$ cat config.mk
export PLATFORM = sky130hd
export DESIGN_NAME = connect4_turn_arbiter
export DESIGN_NICKNAME = d
export VERILOG_FILES = /design/src/rtl/connect4_turn_arbiter.sv
export SDC_FILE = /design/constraint.sdc
export NUM_CORES = 1
export LEC_CHECK = 0
export ABC_AREA = 1
export BUFFER_PORTS_ARGS = -buffer_cell sky130_fd_sc_hd__buf_4
export CAP_MARGIN = 30
export CORE_ASPECT_RATIO = 1.4
export CORE_UTILIZATION = 54
export CTS_BUF_LIST = sky130_fd_sc_hd__clkbuf_16
export DETAILED_ROUTE_END_ITERATION = 7
export PLACE_DENSITY = 0.79
export SYNTH_ARGS = -nofsm -noshare
export SYNTH_HDL_FRONTEND = slang
export SYNTH_SLANG_ARGS = --single-unit
$ cat constraint.sdc
create_clock -name clk -period 1.7 [get_ports clk]
set_clock_uncertainty 0.1 [all_clocks]
set_input_delay 0.17 -clock clk [delete_from_list [all_inputs] [get_ports clk]]
set_output_delay 0.17 -clock clk [all_outputs]
set_load 0.01 [all_outputs]
$ cat src/rtl/connect4_turn_arbiter.sv
// connect4_turn_arbiter: shares one connect4 engine port between two alternating players
module connect4_turn_arbiter #(
  parameter int TURN_TIMEOUT = 1000,
  parameter bit FIRST_PLAYER = 1'b0
) (
  input  logic       clk,
  input  logic       rst_n,
  input  logic       p0_valid,
  input  logic [2:0] p0_col,
  output logic       p0_ready,
  input  logic       p1_valid,
  input  logic [2:0] p1_col,
  output logic       p1_ready,
  output logic       rsp_valid,
  input  logic       rsp_ready,
  output logic       rsp_player,
  output logic       rsp_err,
  output logic       rsp_finished,
  output logic       rsp_winner,
  output logic       rsp_tie,
  output logic       eng_op_valid,
  input  logic       eng_op_ready,
  output logic       eng_op_player_id,
  output logic [2:0] eng_op_col_id,
  output logic       eng_re_ready,
  input  logic       eng_re_valid,
  input  logic       eng_re_err,
  input  logic       eng_re_is_finished,
  input  logic       eng_re_winner,
  input  logic       eng_re_tie,
  output logic       turn,
  output logic [5:0] move_cnt,
  output logic [7:0] game_cnt,
  output logic       turn_timeout
);
  typedef enum logic [1:0] {S_IDLE, S_ISSUE, S_WAIT_RE, S_RSP} state_t;
  localparam logic [15:0] WD_LAST = 16'(TURN_TIMEOUT - 1);
  state_t      r_state, w_next;
  logic        r_turn, r_start, r_op_player, r_rsp_player;
  logic [2:0]  r_op_col;
  logic        r_err, r_fin, r_win, r_tie, r_timeout;
  logic [5:0]  r_move_cnt;
  logic [7:0]  r_game_cnt;
  logic [15:0] r_wd;
  logic        w_p_fire, w_op_fire, w_re_fire, w_rsp_fire;
  assign p0_ready         = (r_state == S_IDLE) && !r_turn;
  assign p1_ready         = (r_state == S_IDLE) && r_turn;
  assign eng_op_valid     = (r_state == S_ISSUE);
  assign eng_re_ready     = (r_state == S_WAIT_RE);
  assign rsp_valid        = (r_state == S_RSP);
  assign w_p_fire         = r_turn ? (p1_valid && p1_ready) : (p0_valid && p0_ready);
  assign w_op_fire        = eng_op_valid && eng_op_ready;
  assign w_re_fire        = eng_re_valid && eng_re_ready;
  assign w_rsp_fire       = rsp_valid && rsp_ready;
  assign eng_op_player_id = r_op_player;
  assign eng_op_col_id    = r_op_col;
  assign rsp_player       = r_rsp_player;
  assign rsp_err          = r_err;
  assign rsp_finished     = r_fin;
  assign rsp_winner       = r_win;
  assign rsp_tie          = r_tie;
  assign turn             = r_turn;
  assign move_cnt         = r_move_cnt;
  assign game_cnt         = r_game_cnt;
  assign turn_timeout     = r_timeout;
  // state register
  always_ff @(posedge clk or negedge rst_n) begin
    if (!rst_n) r_state <= S_IDLE;
    else        r_state <= w_next;
  end
  // next state: each phase advances only on its own handshake
  always_comb begin
    w_next = r_state;
    case (r_state)
      S_IDLE:    w_next = w_p_fire   ? S_ISSUE   : S_IDLE;
      S_ISSUE:   w_next = w_op_fire  ? S_WAIT_RE : S_ISSUE;
      S_WAIT_RE: w_next = w_re_fire  ? S_RSP     : S_WAIT_RE;
      default:   w_next = w_rsp_fire ? S_IDLE    : S_RSP;
    endcase
  end
  // move latch, result capture and turn/counter bookkeeping
  always_ff @(posedge clk or negedge rst_n) begin
    if (!rst_n) begin
      r_turn       <= FIRST_PLAYER;
      r_start      <= FIRST_PLAYER;
      r_op_player  <= 1'b0;
      r_op_col     <= 3'd0;
      r_rsp_player <= 1'b0;
      r_err        <= 1'b0;
      r_fin        <= 1'b0;
      r_win        <= 1'b0;
      r_tie        <= 1'b0;
      r_move_cnt   <= 6'd0;
      r_game_cnt   <= 8'd0;
    end else begin
      if (w_p_fire) begin
        r_op_player <= r_turn;
        r_op_col    <= r_turn ? p1_col : p0_col;
      end
      if (w_re_fire) begin
        r_rsp_player <= r_op_player;
        r_err        <= eng_re_err;
        r_fin        <= eng_re_is_finished;
        r_win        <= eng_re_winner;
        r_tie        <= eng_re_tie;
      end
      if (w_rsp_fire && r_fin) begin
        r_move_cnt <= 6'd0;
        r_game_cnt <= r_game_cnt + 8'd1;
        r_start    <= ~r_start;
        r_turn     <= ~r_start;
      end else if (w_rsp_fire && !r_err) begin
        r_move_cnt <= r_move_cnt + 6'(r_move_cnt != 6'd42);
        r_turn     <= ~r_turn;
      end
    end
  end
  // idle watchdog: counts only while waiting for the current player
  always_ff @(posedge clk or negedge rst_n) begin
    if (!rst_n) begin
      r_wd      <= 16'd0;
      r_timeout <= 1'b0;
    end else if (TURN_TIMEOUT == 0 || r_state != S_IDLE || w_p_fire) begin
      r_wd      <= 16'd0;
      r_timeout <= 1'b0;
    end else if (r_wd == WD_LAST) begin
      r_wd      <= 16'd0;
      r_timeout <= 1'b1;
    end else begin
      r_wd      <= r_wd + 16'd1;
      r_timeout <= 1'b0;
    end
  end
endmodule

* Word-level counts from Yosys, hierarchy flattened
Cells that the tools add are included. W data, S select, Z words.
Cells by class: add/sub/neg operators 3, multiplexer cells 15, equality and inequality tests 5, bitwise operators 2, reduce and logical (&&, ||, !) cells 15
Operators by type and width (number):
- $mux W16 | 2
- $add A16 B1 Y16 const B | 1
- $eq A16 B10 Y1 const B | 1
- $mux W6 | 2
- $logic_and A1 B1 Y1 | 9
- $add A8 B1 Y8 const B | 1
- $mux W1 | 7
- $add A6 B1 Y6 | 1
- $ne A6 B6 Y1 const B | 1
- $pmux W2 S3 | 1
- $eq A2 B2 Y1 const B | 2
- $mux W2 | 2
- $reduce_bool A2 Y1 | 2
- $mux W3 | 1
- $eq A2 B1 Y1 const B | 1
- $logic_not A1 Y1 | 2
- $logic_not A2 Y1 | 1
- $not A1 Y1 | 2
- $logic_or A1 B1 Y1 | 1
Storage, ports and cells: output and inout port bits 30, register bits 44

* Longest topological paths before layout
Gate-level depths: netlist (run 1).
depth in word-level cells 6, mapped depth 9, depth with buffers taken out 9

* Least setup slack after synthesis (run 1)
No wires, ideal clock.
path kind reg-to-reg, from register r_move_cnt[0], in the netlist move_cnt[0], to register r_move_cnt[5], in the netlist move_cnt[5], setup slack 0.231 ns, required time 1.481 ns, stages on the path, launching flop included 10, arrival time 1.250 ns, library setup time 0.119 ns, path through dfrtp_1 -> inv_1 -> ha_1 -> nand4_1 -> ha_1 -> nand3_1 -> nor2_1 -> nand3_1 -> nand2_1 -> nor2_1
On the way: word-level cells in the longest chain between the ends 4
Ends and longest elaborated chain:
- start: declaration | line 42 | logic [5:0] r_move_cnt;
- start signal: assignment | line 113 | r_move_cnt <= r_move_cnt + 6'(r_move_cnt != 6'd42);
- $ne A6 B6 Y1 | line 113
- $add A6 B1 Y6 * | line 113
- $mux W6 * | line 112 | end else if (w_rsp_fire && !r_err) begin
- $mux W6 * | line 107 | if (w_rsp_fire && r_fin) begin
Every way passes the cells marked *; elsewhere a longest branch is shown, timed or not. The select of a mux whose other input is x is not followed. A chain may end at the register's enable or synchronous reset.

* Worst setup path in the final report (run 1)
from register r_move_cnt[0], in the netlist move_cnt[0], to register r_move_cnt[3], in the netlist move_cnt[3]
The elaborated chain is that of the path after synthesis.

==> results of run 1 <==
==> state kept, by name (all words and copies together), names as in the netlist <==
signal            cells
r_wd                 16
game_cnt              8
move_cnt              6
eng_op_col_id         3
r_state               2
eng_op_player_id      1
r_start               1
rsp_err               1
rsp_finished          1
rsp_player            1
rsp_tie               1
rsp_winner            1
turn                  1
turn_timeout          1
==> cell families (layout without fill, tap and decap cells) <==
family,count (synthesis),count (layout),share of synthesized area
XOR/XNOR,12,12,0.0471
flip-flops,44,44,0.494
multiplexers,2,2,0.0101
buffers and inverters,37,93,0.0657
AO/OA/AOI/OAI,21,21,0.0533
AND/OR/NAND/NOR,156,156,0.302
adder cells (fa/ha/maj),5,5,0.0281
==> repair_timing <==
item	4_1_cts	5_1_grt
setup endpoints to repair	0	12
hold endpoints to repair	44	0
buffers inserted	0	0
resized for setup	0	2
hold buffers	1	0
==> Yosys cell counts, drive strengths merged <==
cell      n
a21oi     5
xor2      8
o21ai    13
xnor2     4
nand3    23
nor3      2
nor2     50
dfrtp    44
nand4     5
inv      36
buf       1
o211ai    1
or2       4
ha        5
mux2      2
o2111ai   1
o31ai     1
nand2    71
nand3b    1
==> cell usage in the layout, fill, tap and decap left out, types with 3 or more instances in the layout <==
master / instances
a21oi_1: 5
buf_4: 48
clkbuf_16: 5
dfrtp_1: 44
ha_1: 5
inv_1: 35
nand2_1: 66
nand2_2: 5
nand3_1: 23
nand4_1: 5
nor2_1: 46
o21ai_0: 13
or2_2: 3
xnor2_1: 4
xor2_1: 8
==> layout make-up <==
type / count / area, um2 / share of cell area
multi-input combinational: 196 / 987 / 0.351
inverter: 36 / 135 / 0.0481
sequential: 44 / 1100 / 0.392
tap: 43 / 53.8 / 0.0191
clock inverter: 3 / 38.8 / 0.0138
timing repair buffer: 49 / 370 / 0.132
clock buffer: 5 / 125 / 0.0445
==> power groups by stage <==
stage | Clock, W | Combinational, W | Sequential (W)
finish | 0.00107 | 0.00126 | 0.00150
global route | 0.00113 | 0.00141 | 0.00153
CTS | 0.00110 | 0.00127 | 0.00149
detailed placement | 0 | 0.00126 | 0.00151
global placement | 0 | 0.00124 | 0.00150
floorplan | 0 | 0.000633 | 0.00156
==> worst min-delay path by stage <==
stage / start / endpoint / slack, ns / cells after the start
2_1_floorplan: rst_n / eng_op_col_id[0] / -0.23 / 0
3_3_place_gp: rst_n / r_wd[9] / 0.1 / 1
3_5_place_dp: rst_n / r_wd[7] / 0.1 / 1
4_1_cts: eng_re_winner / rsp_winner / 0.02 / 2
5_1_grt: eng_re_winner / rsp_winner / 0.02 / 2
6_report: eng_re_winner / rsp_winner / 0.02 / 2
==> per-layer routing <==
metal  part of all wire  track usage
met1               0.39        0.274
met3              0.043       0.0560
met5                  0            0
met4              0.017        0.105
met2               0.55        0.443
==> worst register-to-register path, delay by kind of cell (launching register included) <==
family          cells  cell delay, ns
simple gates        3            0.31
flops               1            0.42
fa+ha+maj           2            0.35
compound gates      1            0.16
buf+inv             2            0.17
==> stage by stage <==
| step | cell area [um2] | hold slack (ns) | total power (W) | setup slack, ns | utilization |
|---|---|---|---|---|---|
| floorplan | 2230 | -0.226 | 0.00219 | 0.231 | - |
| global placement | 2630 | 0.0975 | 0.00274 | 0.185 | 0.666 |
| detailed placement | 2630 | 0.0995 | 0.00277 | 0.151 | 0.666 |
| CTS | 2810 | 0.0181 | 0.00386 | 0.0377 | 0.710 |
| global route | 2810 | 0.0217 | 0.00407 | 0.0104 | 0.711 |
| finish | 2810 | 0.0207 | 0.00383 | 0.0791 | 0.711 |
==> run_results.csv, run 1 <==
group,metric,value,unit
outcome,status,"finished clean",
worst_setup_path,cp-end-kind,"register",
sta,final_max_slew_viol_count,0,
routing,wire_per_inst,13.0,um
routing,viasPerCell,5.19,
yosys,ys_types,23,
worst_setup_path,startpoint,"move_cnt[0]",
sta,worstMarginPinSlew,0.559,ns
pwr,p_per_area,1360,mW/mm2
pwr,p_leak,1.42,nW
clocking,ctsRootBufferMaster,"clkbuf_16",
routing,wirelength,4900,um
yosys,synth.net_count,299,
sta,finalSetupViolations,0,
grt,grt_pass1_wl,8250,um
routing,drtIter0Drc,76,
floorplanning,fp.dieArea,0.00439,mm2
yosys,yosys.area.top_type,"dfrtp_1",
pwr,p_int,0.00253,W
worst_setup_path,reg2reg_slack,0.08,ns
clocking,clockBufferDepth,2,
floorplanning,start_util,0.564,
yosys,netlist_area,0.00223,mm2
sta,hold_violations,0,
worst_setup_path,worstReg2RegEnd,"move_cnt[3]",
worst_hold_path,worstHoldPathType,"in -> reg",
clocking,cts_made_buffers,5,
routing,dr.pass1.iters,4,
routing,ant_nets,0,
worst_setup_path,cp.depth,8,
cells_and_area,fill_cells,326,
cells_and_area,drive_above_1_share,0.219,
sta,relSlewSlack,0.628,
cells_and_area,diodes,0,
worst_setup_path,crit_family,"flip-flops",
yosys,seq_area_frac_synth,0.494,
floorplanning,die_width,56.3,um
worst_setup_path,worst_path_max_delay_cell,"dfrtp_1",
grt,grt_pass1_vias,1891,
yosys,synth_area_per_cell,8.05,um2
worst_setup_path,critical_path.max_fanout,4,
worst_setup_path,worst_setup_path_start_kind,"register",
yosys,post_synth_main_area_contributors,"dfrtp_1, nand2_1, nor2_1",
routing,dr_total_vias,1952,
clocking,cts.sinks,44,
pwr,switching_share,0.340,
worst_setup_path,crit_path_max_incr_delay,0.42,ns
clocking,cts_max_level,2,
placement,port_buffers,46,
sta,fmax,0.617,GHz
placement,gp_congestion,0.880,
pwr,max-vdd-ir-drop,1010,uV
sta,layout_worst_path_cycle_share,0.953,
clocking,cts.clk_slew.worst_paths,0.06,ns
floorplanning,die_h,78.0,um
sta,finalWorstPathRequiredPeriod,1.62,ns
floorplanning,core-area,0.00395,mm2
floorplanning,rows,27,
sta,finalSetupTns,0,ns
pwr,p_switching,0.00130,W
cells_and_area,area_growth_syn_to_layout,26.1,%
yosys,yosys_warnings,0,
worst_setup_path,reg2reg_depth,8,
worst_setup_path,cp.required,1.78,ns
worst_setup_path,worstPathArrival,1.70,ns
grt,grt_max_degree,45,
placement,dp.cells,367,
pwr,pwr-share-seq,0.391,
yosys,synthCells,277,
grt,grtUsageTotal,0.245,
routing,drc,0,
grt,overflow,0,
sta,rsz0062_at_grt,"false",
worst_setup_path,crit_type,"reg -> reg",
worst_setup_path,r2r-start,"move_cnt[0]",
worst_setup_path,worstPathCellList,"inv_1, ha_1, nand4_1, ha_1, nand3_1, inv_1, a21oi_1, nor2_1",
clocking,clk_latency,0.28,ns
pwr,comb_power_share,0.329,
flow_run,cap_violations,0,
yosys,ys_ff_latch,44,
clocking,tritoncts,"yes",
cells_and_area,stdcell_count,376,
yosys,synth_top_area_share,0.494,
floorplanning,io_pins,47,
grt,antenna_found_initial,0,
worst_setup_path,cp_num_buf_inv,2,
worst_setup_path,endpoint,"move_cnt[3]",
cells_and_area,layout.nets,354,
pwr,p_clk_frac,0.280,
placement,hpwlAfterDp,3530,um
(Power assumes the default switching activity.)
==> inputs of run 2 (changes only) <==
Settings changed: CORE_UTILIZATION 54 to 33, PLACE_DENSITY 0.79 to not set.
==> run 2 against run 1 <==
Effect of this change:
- register-to-register slack better by 0.11 ns
- power down 4.4%
- global-route usage down 8.9 points
- final cell count up 8.0%
- sequential share of layout area down 0.070 points
==> run_results.csv, run 2 (synthesis gave the netlist of run 1 again) <==
group,metric,value,unit
placement,gp_congestion,0.866,
cells_and_area,largest_register_ffs,16,
pwr,max-vdd-ir-drop,824,uV
sta,finalSetupTns,0,ns
clocking,tritoncts,"yes",
pwr,p_per_area,1300,mW/mm2
cells_and_area,layout.nets,354,
worst_setup_path,reg2reg_slack,0.19,ns
grt,antenna_found_initial,0,
worst_setup_path,reg2reg_depth,9,
sta,layout_worst_path_cycle_share,0.890,
cells_and_area,final_common_cell,"nand2_1",
routing,drc,0,
floorplanning,die_h,99.3,um
placement,hpwlAfterDp,3660,um
sta,relSlewSlack,0.618,
clocking,cts.sinks,44,
clocking,clk_latency,0.28,ns
worst_hold_path,min_path_cells,2,
outcome,status,"finished clean",
routing,wire_per_inst,12.1,um
grt,grt_pass1_wl,8740,um
sta,hold_violations,0,
worst_setup_path,worstPathCellList,"inv_1, ha_1, nand4_1, ha_1, nand3_1, nor2_1, nand3_1, nand2_1, nor2_1",
cells_and_area,drive_above_1_share,0.211,
routing,ant_nets,0,
cells_and_area,diodes,0,
worst_setup_path,r2r-start,"move_cnt[0]",
grt,grt_max_degree,45,
clocking,cts.clk_slew.worst_paths,0.06,ns
clocking,cts_max_level,2,
clocking,cts_setup_buffers,0,
grt,overflow,0,
pwr,p_leak,1.40,nW
routing,drtIter0Drc,73,
worst_setup_path,cp.required,1.77,ns
floorplanning,rows,35,
worst_setup_path,worst_setup_path_start_kind,"register",
grt,grtUsageTotal,0.157,
sta,final_max_slew_viol_count,0,
worst_setup_path,startpoint,"move_cnt[0]",
floorplanning,die_width,71.5,um
sta,worstMarginPinSlew,0.572,ns
floorplanning,fp.dieArea,0.00709,mm2
floorplanning,core-area,0.00657,mm2
sta,finalSetupViolations,0,
pwr,p_total,0.00367,W
cells_and_area,layout_common_cells,"nand2_1, buf_4, nor2_1",
routing,viasPerCell,4.68,
worst_hold_path,whs_endpoint,"rsp_winner",
sta,rsz0062_at_grt,"false",
worst_setup_path,worst_path_max_delay_cell,"dfrtp_1",
routing,wirelength,4910,um
grt,grt_pass1_vias,1923,
routing,dr.pass1.iters,4,
floorplanning,start_util,0.339,
clocking,cts_made_buffers,5,
floorplanning,io_pins,47,
worst_setup_path,worstPathArrival,1.58,ns
worst_setup_path,cp-end-kind,"register",
worst_hold_path,hp-start,"eng_re_winner",
clocking,ctsRootBufferMaster,"clkbuf_16",
cells_and_area,top_register,"r_wd",
placement,port_buffers,46,
cells_and_area,area_growth_syn_to_layout,26.3,%
routing,dr_total_vias,1901,
worst_hold_path,worstHoldPathType,"in -> reg",
clocking,clockBufferDepth,2,
sta,fmax,0.661,GHz
worst_setup_path,crit_path_max_incr_delay,0.40,ns
worst_setup_path,crit_type,"reg -> reg",
worst_setup_path,critical_path.max_fanout,4,
flow_run,cap_violations,0,
sta,finalWorstPathRequiredPeriod,1.51,ns
worst_setup_path,worstReg2RegEnd,"move_cnt[5]",
run 2: critical path, delay by kind of cell, from the launching register on:
kind / cells / cell delay [ns]
adders and majority gates: 2 / 0.34
and+or+nand+nor: 6 / 0.50
buffers and inverters: 1 / 0.07
DFF: 1 / 0.40
run 2: worst max-delay path by stage:
stage	endpoint	slack, ns	cells past startpoint
2_1_floorplan	move_cnt[5]	0.23	9
3_3_place_gp	r_wd[11]	0.21	6
3_5_place_dp	move_cnt[5]	0.18	9
4_1_cts	p0_ready	0.07	4
5_1_grt	move_cnt[5]	0.04	9
6_report	move_cnt[5]	0.19	9
run 2: report_power, final:
| group | total, W | leakage [nW] | switching [W] | internal [W] |
|---|---|---|---|---|
| clock network | 0.000912 | 0.0648 | 0.000385 | 0.000526 |
| logic | 0.00126 | 0.756 | 0.000696 | 0.000562 |
| registers | 0.00150 | 0.576 | 0.000215 | 0.00128 |
| total | 0.00367 | 1.40 | 0.00130 | 0.00237 |
run 2: layout make-up:
class                   instances  area (um2)
clock buffers                   5         125
clock inverters                 2        7.51
fillers                       662        3750
inverters                      36         135
multi-input cells             196         985
flip-flops and latches         44        1100
well taps                      74        92.6
repair buffers                 49         370
run 2: metrics by stage:
| step | utilization | setup WS (ns) | instance area, um2 | hold slack [ns] | instances |
|---|---|---|---|---|---|
| finish | 0.429 | 0.187 | 2820 | 0.0153 | 406 |
| CTS | 0.428 | 0.0704 | 2810 | 0.0133 | 406 |
| global route | 0.429 | 0.0381 | 2820 | 0.0202 | 406 |
| floorplan | - | 0.231 | 2230 | -0.226 | 277 |
| global placement | 0.407 | 0.209 | 2670 | 0.111 | 398 |
| detailed placement | 0.407 | 0.180 | 2670 | 0.110 | 398 |
run 2: layer usage:
layer / GRT usage / routed length (um) / share of wire
met1: 0.189 / 2020 / 0.41
met4: 0.0543 / 86 / 0.018
met2: 0.269 / 2570 / 0.52
met5: 0 / 0 / 0
met3: 0.0405 / 231 / 0.047
run 2: what timing repair did:
item	4_1_cts	5_1_grt
hold buffers	1	0
gates resized for setup	0	1
setup endpoints to repair	0	2
endpoints found under the hold margin	44	0
==> inputs of run 3 (changes only) <==
==> constraint.sdc (replaced) <==
create_clock -name clk -period 1.7 [get_ports clk]
set_clock_uncertainty 0.1 [all_clocks]
set_input_delay 0.085 -clock clk [delete_from_list [all_inputs] [get_ports clk]]
set_output_delay 0.085 -clock clk [all_outputs]
set_load 0.01 [all_outputs]
==> run 3 against run 2 <==
Effect of this change:
- maximum frequency is 0.54% lower
- power is 0.78% higher
- clock power is 0.4% lower
- via count is 2.0% higher
- wire length is 1.2% higher
- cell area is 2.8% higher
- die area stayed put
- non-clock buffer count is 8 higher
- final cell count is 2.0% higher
- flip-flop and latch count stayed put
- largest power group unchanged
- highest routed layer unchanged
==> run_results.csv, run 3 (synthesis gave the netlist of run 1 again) <==
group,metric,value,unit
clocking,cts_made_buffers,5,
grt,grtUsageTotal,0.159,
worst_setup_path,startpoint,"move_cnt[0]",
floorplanning,io_pins,47,
routing,drtIter0Drc,74,
cells_and_area,diodes,0,
floorplanning,die_h,99.3,um
outcome,status,"finished clean",
routing,viasPerCell,4.68,
grt,grt_pass1_vias,1963,
routing,wire_per_inst,12.0,um
grt,grt_pass1_wl,8900,um
placement,port_buffers,46,
worst_setup_path,cp_num_buf_inv,1,
pwr,max-vdd-ir-drop,824,uV
sta,final_max_slew_viol_count,0,
worst_setup_path,worstPathCellList,"inv_1, ha_1, nand4_1, ha_1, nand3_1, nor2_1, nand3_1, nand2_1, nor2_1",
sta,finalWorstPathRequiredPeriod,1.52,ns
clocking,cts_max_level,2,
flow_run,cap_violations,0,
clocking,cts_setup_buffers,0,
placement,gp_congestion,0.866,
worst_setup_path,cp-end-kind,"register",
cells_and_area,drive_above_1_share,0.203,
grt,grt_max_degree,45,
cells_and_area,layout.nets,362,
floorplanning,rows,35,
routing,drc,0,
cells_and_area,top_register,"r_wd",
floorplanning,start_util,0.339,
pwr,p_leak,1.43,nW
cells_and_area,largest_register_ffs,16,
sta,finalSetupViolations,0,
clocking,tritoncts,"yes",
worst_setup_path,critical_path.max_fanout,4,
clocking,clk_latency,0.28,ns
clocking,ctsRootBufferMaster,"clkbuf_16",
floorplanning,fp.dieArea,0.00709,mm2
clocking,clockBufferDepth,2,
worst_setup_path,worst_path_max_delay_cell,"dfrtp_1",
routing,wirelength,4970,um
worst_setup_path,reg2reg_slack,0.18,ns
clocking,cts.clk_slew.worst_paths,0.06,ns
sta,fmax,0.658,GHz
clocking,cts.sinks,44,
cells_and_area,seq_area,0.00110,mm2
cells_and_area,utilization,0.441,
worst_hold_path,hp-start,"p0_col[1]",
cells_and_area,multi_input_area,982,um2
cells_and_area,layout_common_cells,"nand2_1, nor2_1, buf_4",
sta,layout_worst_path_cycle_share,0.895,
placement,hpwlAfterDp,3660,um
floorplanning,die_width,71.5,um
routing,dr.pass1.iters,4,
sta,relSlewSlack,0.624,
worst_setup_path,crit_path_max_incr_delay,0.40,ns
worst_setup_path,worst_setup_path_start_kind,"register",
routing,ant_nets,0,
worst_hold_path,worstHoldPathType,"in -> reg",
worst_setup_path,r2r-start,"move_cnt[0]",
sta,rsz0062_at_grt,"false",
worst_setup_path,crit_type,"reg -> reg",
worst_setup_path,worstPathArrival,1.59,ns
grt,antenna_found_initial,0,
cells_and_area,area_growth_syn_to_layout,29.8,%
cells_and_area,fill_cells,657,
cells_and_area,final_common_cell,"nand2_1",
sta,hold_violations,0,
sta,worstMarginPinSlew,0.564,ns
grt,overflow,0,
worst_setup_path,cp.required,1.77,ns
floorplanning,core-area,0.00657,mm2
sta,finalSetupTns,0,ns
worst_setup_path,crit_family,"simple AND/OR/NAND/NOR gates",
pwr,p_per_area,1280,mW/mm2
routing,dr_total_vias,1939,
run 3: cell count changes in the layout (fill, tap and decap cells not counted):
cell           change
dlygate4sd3_1      +8
nor2_2             -1
nor2_1             +1
run 3: timing repair:
action	CTS	global route
hold buffers	9	0
endpoints found under the hold margin	51	0
resized for setup	0	0
run 3: layout make-up:
class / instances / area share
Clock inverter: 2 / 0.00259
Clock buffer: 5 / 0.0432
Tap cell: 74 / 0.0320
Timing Repair Buffer: 57 / 0.156
Inverter: 36 / 0.0467
Multi-Input combinational cell: 196 / 0.339
Sequential cell: 44 / 0.380
run 3: report_power, final:
part / internal, W / switching (W) / total, W
combinational: 0.000588 / 0.000704 / 0.00129
sequential: 0.00128 / 0.000214 / 0.00149
clock: 0.000526 / 0.000381 / 0.000908
run 3: metrics by stage:
step                hold slack, ns  power [W]  worst slack [ns]  cells  instance area (um2)
floorplan                   -0.311    0.00219             0.231    277                 2230
global placement            0.0262    0.00277             0.209    398                 2670
detailed placement          0.0247    0.00279             0.180    398                 2670
CTS                         0.0275    0.00375             0.155    414                 2890
global route                0.0255    0.00398            0.0379    414                 2890
finish                      0.0254    0.00369             0.179    414                 2890
run 3: worst reg2reg max path: stages, from the launching register on:
cell and delay, ns:
dfrtp_1 0.40, inv_1 0.07, ha_1 0.19, nand4_1 0.09, ha_1 0.15, nand3_1 0.09, nor2_1 0.13, nand3_1 0.09
nand2_1 0.07, nor2_1 0.03
run 3: worst paths after layout:
kind	end	cells past startpoint
max	move_cnt[5]	9
min	eng_op_col_id[1]	3
max reg2reg	move_cnt[5]	9
min reg2reg	eng_op_col_id[2]	2
max in group asynchronous	turn	2
min in group asynchronous	rsp_winner	2
run 3: layer usage:
| layer | GRT usage | up-vias | share of wire | wire length (um) |
|---|---|---|---|---|
| met3 | 0.0355 | 8 | 0.037 | 186 |
| met1 | 0.195 | 900 | 0.42 | 2080 |
| met4 | 0.0543 | 0 | 0.017 | 83 |
| met5 | 0 | - | 0 | 0 |
| li1 | - | 996 | - | - |
| met2 | 0.274 | 35 | 0.53 | 2620 |
